[src/rtl/buffer_pkg.sv]
// Shared types and helpers for the circular-buffer read-side drain stage.
// Define UNPACK_MSB_FIRST_EN to emit each group from its highest word down.
package buffer_pkg;

  typedef enum logic {
    IDLE  = 1'b0,
    SHIFT = 1'b1
  } state_e;

`ifdef UNPACK_MSB_FIRST_EN
  localparam bit MsbFirst = 1'b1;
`else
  localparam bit MsbFirst = 1'b0;
`endif

  // Maps the serial position within a group to the held word it emits.
  function automatic int unsigned word_sel(input int unsigned idx,
                                           input int unsigned last);
    return MsbFirst ? (last - idx) : idx;
  endfunction

endpackage

[src/rtl/word_hold.sv]
// J x WIDTH load-enabled hold register with an indexed combinational read port.
module word_hold #(
  parameter int WIDTH    = 8,
  parameter int J        = 4,
  parameter int CNT_BITS = $clog2(J) + 1
) (
  input  logic                 clk,
  input  logic                 rst,
  input  logic                 ld_i,
  input  logic [WIDTH*J-1:0]   data_i,
  input  logic [CNT_BITS-1:0]  sel_i,
  output logic [WIDTH-1:0]     word_o
);

  logic [WIDTH-1:0] mem_q [J];

  // NOTE: the hold words are small and architecturally visible at reset, so
  // they are cleared like ordinary flops rather than left as an unreset RAM.
  always_ff @(posedge clk or negedge rst) begin
    if (!rst) begin
      for (int i = 0; i < J; i++) mem_q[i] <= '0;
    end else if (ld_i) begin
      for (int i = 0; i < J; i++) mem_q[i] <= data_i[i*WIDTH +: WIDTH];
    end
  end

  always_comb begin
    word_o = '0;
    for (int i = 0; i < J; i++) begin
      if (sel_i == CNT_BITS'(i)) word_o = mem_q[i];
    end
  end

endmodule

[src/rtl/buffer_drain.sv]
// Read-side drain: takes J-word groups from the buffer and serialises them.
// Word order within a group is reversed when UNPACK_MSB_FIRST_EN is defined.
module buffer_drain
  import buffer_pkg::*;
#(
  parameter int WIDTH    = 8,
  parameter int J        = 4,
  parameter int CNT_BITS = $clog2(J) + 1
) (
  input  logic                clk,
  input  logic                rst,
  input  logic                empty,
  input  logic [WIDTH*J-1:0]  buf_data,
  input  logic                clr,
  output logic                rd_adv,
  output logic [WIDTH-1:0]    out_data,
  output logic                out_valid,
  input  logic                out_ready,
  output logic                busy
);

  state_e              state_q, state_d;
  logic [CNT_BITS-1:0] idx_q, idx_d;
  logic                load;
  logic                xfer;
  logic                last;
  logic [CNT_BITS-1:0] sel;
  logic [WIDTH-1:0]    word;

  assign xfer = (state_q == SHIFT) && out_ready;
  assign last = (idx_q == CNT_BITS'(J - 1));

  // NOTE: every variable is given a default before any branch so no path
  // leaves it unassigned and no latch is inferred.
  always_comb begin
    state_d = state_q;
    idx_d   = idx_q;
    load    = 1'b0;
    if (clr) begin
      state_d = IDLE;
      idx_d   = '0;
    end else begin
      case (state_q)
        IDLE: begin
          if (!empty) begin
            load    = 1'b1;
            state_d = SHIFT;
            idx_d   = '0;
          end
        end
        SHIFT: begin
          if (xfer) begin
            if (!last) begin
              idx_d = idx_q + CNT_BITS'(1);
            end else if (!empty) begin
              load  = 1'b1;
              idx_d = '0;
            end else begin
              state_d = IDLE;
              idx_d   = '0;
            end
          end
        end
        default: state_d = IDLE;
      endcase
    end
  end

  // NOTE: state registers use non-blocking assignment so every flop samples
  // the pre-edge value of its neighbours.
  always_ff @(posedge clk or negedge rst) begin
    if (!rst) begin
      state_q <= IDLE;
      idx_q   <= '0;
    end else begin
      state_q <= state_d;
      idx_q   <= idx_d;
    end
  end

  assign sel = CNT_BITS'(word_sel(int'(idx_q), J - 1));

  word_hold #(
    .WIDTH    (WIDTH),
    .J        (J),
    .CNT_BITS (CNT_BITS)
  ) u_word_hold (
    .clk    (clk),
    .rst    (rst),
    .ld_i   (load),
    .data_i (buf_data),
    .sel_i  (sel),
    .word_o (word)
  );

  // rd_adv is combinational from empty; held low while reset is asserted.
  assign rd_adv    = load & rst;
  assign out_valid = (state_q == SHIFT);
  assign out_data  = out_valid ? word : '0;
  assign busy      = (state_q != IDLE);

endmodule

[config.mk]
export PLATFORM = sky130hd
export DESIGN_NAME = buffer_drain
export DESIGN_NICKNAME = d
export VERILOG_FILES = /design/src/rtl/buffer_pkg.sv /design/src/rtl/word_hold.sv /design/src/rtl/buffer_drain.sv
export SDC_FILE = /design/constraint.sdc
export NUM_CORES = 1
export LEC_CHECK = 0
export CAP_MARGIN = 15
export CORE_ASPECT_RATIO = 1.25
export CORE_MARGIN = 4
export CORE_UTILIZATION = 43
export DETAILED_ROUTE_END_ITERATION = 12
export PLACE_DENSITY_LB_ADDON = 0.05
export SYNTH_ARGS = -nofsm -noshare
export SYNTH_HDL_FRONTEND = slang
export SYNTH_SLANG_ARGS = --single-unit
[constraint.sdc]
create_clock -name clk -period 1.68 [get_ports clk]
set_input_delay 0.336 -clock clk [delete_from_list [all_inputs] [get_ports clk]]
set_output_delay 0.336 -clock clk [all_outputs]
set_load 0.03 [all_outputs]
==> flow_summary.yaml <==
outcome:
  status: "finished with violations"
  violations: "setup timing"
grt:
  grt_pass1_wl_um: 7400
  grt_max_degree: 37
  grt_antenna_before_repair: 0
  gr-total-overflow: 0
  grt_pass1_vias: 1463
  groute.usage.overall_pct: 19.2
cts:
  clock-sinks: 36
  clk_pin_slew_ps: 70
  clk_latency_ps: 290
  ctsHoldBuffers: 0
  clockBufferDepth: 2
  htreeDepth: 2
  cts_root_buffer: "clkbuf_8"
  cts_buffers: 5
  tritoncts: "built"
drt:
  wl_um: 4550
  vias: 1320
  wl_per_cell_um: 17.7
  final_antenna_net_count: 0
  drt_iter0_markers: 32
  first_pass_iters: 4
  drc: 0
  viasPerCell: 5.14
finish:
  drive_gt1_share_pct: 48.8
  stdcell_count: 257
  nets: 244
  n_antenna_cell: 0
  n_fill_cell: 263
  areaGrowthSynthToFinish_pct: 67.0
hold_path:
  hp-class: "in -> async"
synthesis:
  yosys_warnings: 0
  syn_avg_cell_area_um2: 12.5
  synth_seq_cells: 36
  synth.distinct_cells: 25
  netlist_instances: 137
  yosysSeqAreaShare_pct: 52.4
  synthesis.area_um2: 1720
  syn_nets: 178
critical_path:
  required_ps: 1340
  worstReg2RegEnd: "u_word_hold.mem_q[27]"
  r2r_cells: 7
  worst_r2r_startpoint: "idx_q[0]"
  criticalPathCategory: "reg -> out"
  cp.arrival_ps: 1730
  crit_path_start_kind: "register"
  timing.reg2reg.setup_slack_ps: -150
  crit_fanout: 8
  end_kind: "output port"
place:
  place_congestion: 0.753
  port_buffers: 47
  dp_cells: 245
  dp_hpwl_um: 3050
timing:
  setup_slack_ps: -387
  fin_crit_ps: 2070
  finalHoldViolations: 0
  rsz0062_at_grt: "yes"
  tightest_slew_ps: 461
  fin_skew_ps: 3.63
  fin_crit_sh_pct: 123
  finalSetupViolCount: 41
  fmax_mhz: 484
  relSlewSlack_pct: 69.3
  final-max-slew-violation-count: 0
  setup_tns_ps: -6610
pwr:
  power_frac_seq_pct: 46.5
  clock_power_share_pct: 23.5
  p_comb_share_pct: 30.1
  p_switching_mw: 0.715
  p_leak_nw: 1.23
  irDropWorstVdd_uv: 556
  p_int_mw: 1.79
  p_per_area_nw_per_um2: 872
  switching_share_pct: 28.6
die:
  dieArea_um2: 5080
  start_util_pct: 45.0
  dieWidth_um: 64.6
  die_h_um: 78.7
  core.rowCount: 25
  boundaryPins: 48
  fp.coreArea_um2: 3820
flow_run:
  cap_violations: 0
cells in the final DEF, fill, tap and decap left out, drive strengths merged, types with 2 or more instances in the layout:
cell	synthesis	layout
dfrtp	36	36
clkdlybuf4s50	0	35
mux2	32	32
buf	7	30
o21ai	17	17
nand2	10	10
a221oi	8	8
clkbuf	2	7
a21oi	4	4
ha	4	4
inv	3	3
nand2b	2	2
dlygate4sd2	0	2
nor2b	2	2
nor3b	2	2
critical path: stages (launching register included):
cell and delay [ps]:
dfrtp_1 410, buf_6 140, ha_4 180, nor3b_4 170, buf_6 160, o21ai_1 90, o21ai_2 150, buf_6 150
power by group through the flow:
stage	sequential [mW]	clock (mW)	combinational [mW]
final	1.16	0.587	0.753
after global routing	1.18	0.633	0.800
after CTS	1.15	0.597	0.711
after detailed placement	1.14	0	0.592
after global placement	1.14	0	0.580
after floorplan	1.11	0	0.398
registers in the layout, summed over array words and instances, names as in the netlist:
signal             flops
busy                   1
idx_q                  3
u_word_hold.mem_q     32
worst max path at each step:
stage,start,cells past startpoint,end,slack [ps]
after CTS,idx_q[0],7,out_data[2],-360
final,idx_q[0],7,out_data[7],-390
after floorplan,idx_q[1],7,out_data[0],-100
after global placement,idx_q[0],6,out_data[5],-400
after detailed placement,idx_q[0],6,out_data[5],-450
after global routing,idx_q[0],7,out_data[3],-470
metrics by stage:
stage / setup WS (ps) / instance area (µm²) / utilization (%) / power, mW / hold slack [ps]
2_1_floorplan: -102 / 1930 / - / 1.51 / 40.4
3_3_place_gp: -395 / 2470 / 64.8 / 1.72 / 445
3_5_place_dp: -446 / 2470 / 64.8 / 1.73 / 447
4_1_cts: -365 / 2780 / 72.9 / 2.45 / 140
5_1_grt: -470 / 2870 / 75.2 / 2.62 / 179
6_report: -387 / 2870 / 75.2 / 2.50 / 141
logic make-up after synthesis:
kind of cell / count (synthesis) / synth area share (%)
flops: 36 / 52.4
mux: 32 / 21.0
compound gates: 31 / 11.9
simple gates: 22 / 7.64
buf+inv: 12 / 4.22
fa+ha+maj: 4 / 2.91
Yosys cell counts:
library cell  number  area, µm²
nand4_1            1       6.26
nand3b_4           1       20.0
a311oi_1           1       8.76
and2_1             1       6.26
buf_4              1       7.51
and2b_1            1       7.51
nand3_1            1       5.00
inv_1              3       11.3
a221oi_1           8       70.1
buf_1              2       7.51
ha_1               4       50.1
o21ai_0           17       85.1
nor3b_1            2       15.0
a211oi_4           1       20.0
a21oi_1            4       20.0
buf_6              3       33.8
nand2_1           10       37.5
nand2b_1           2       12.5
nor2b_1            2       12.5
mux2_2            28        315
and3b_1            1       8.76
clkbuf_1           2       7.51
buf_2              1       5.00
mux2_1             4       45.0
dfrtp_1           36        901
final cells by class:
type | count | area (µm²) | area share, %
multi-input combinational | 89 | 1090 | 38.0
tap | 54 | 67.6 | 2.35
clock buffer | 6 | 72.6 | 2.53
inverter | 3 | 11.3 | 0.392
timing repair buffer | 68 | 722 | 25.2
sequential | 36 | 902 | 31.4
clock inverter | 1 | 5.00 | 0.174
per-layer routing:
layer	global-route usage (%)	vias to the layer above	part of all wire (%)
met4	6.13	0	1.1
li1	-	628	-
met3	6.08	5	5.9
met5	0	-	0
met2	32.0	36	52
met1	23.7	651	41
timing repair:
action	4_1_cts	5_1_grt
pin swaps	14	2
cloned	0	1
endpoints found under the setup margin	43	41
buffers inserted	3	2
resized for setup	51	10
No activity file was read; power rests on OpenSTA's default activity.
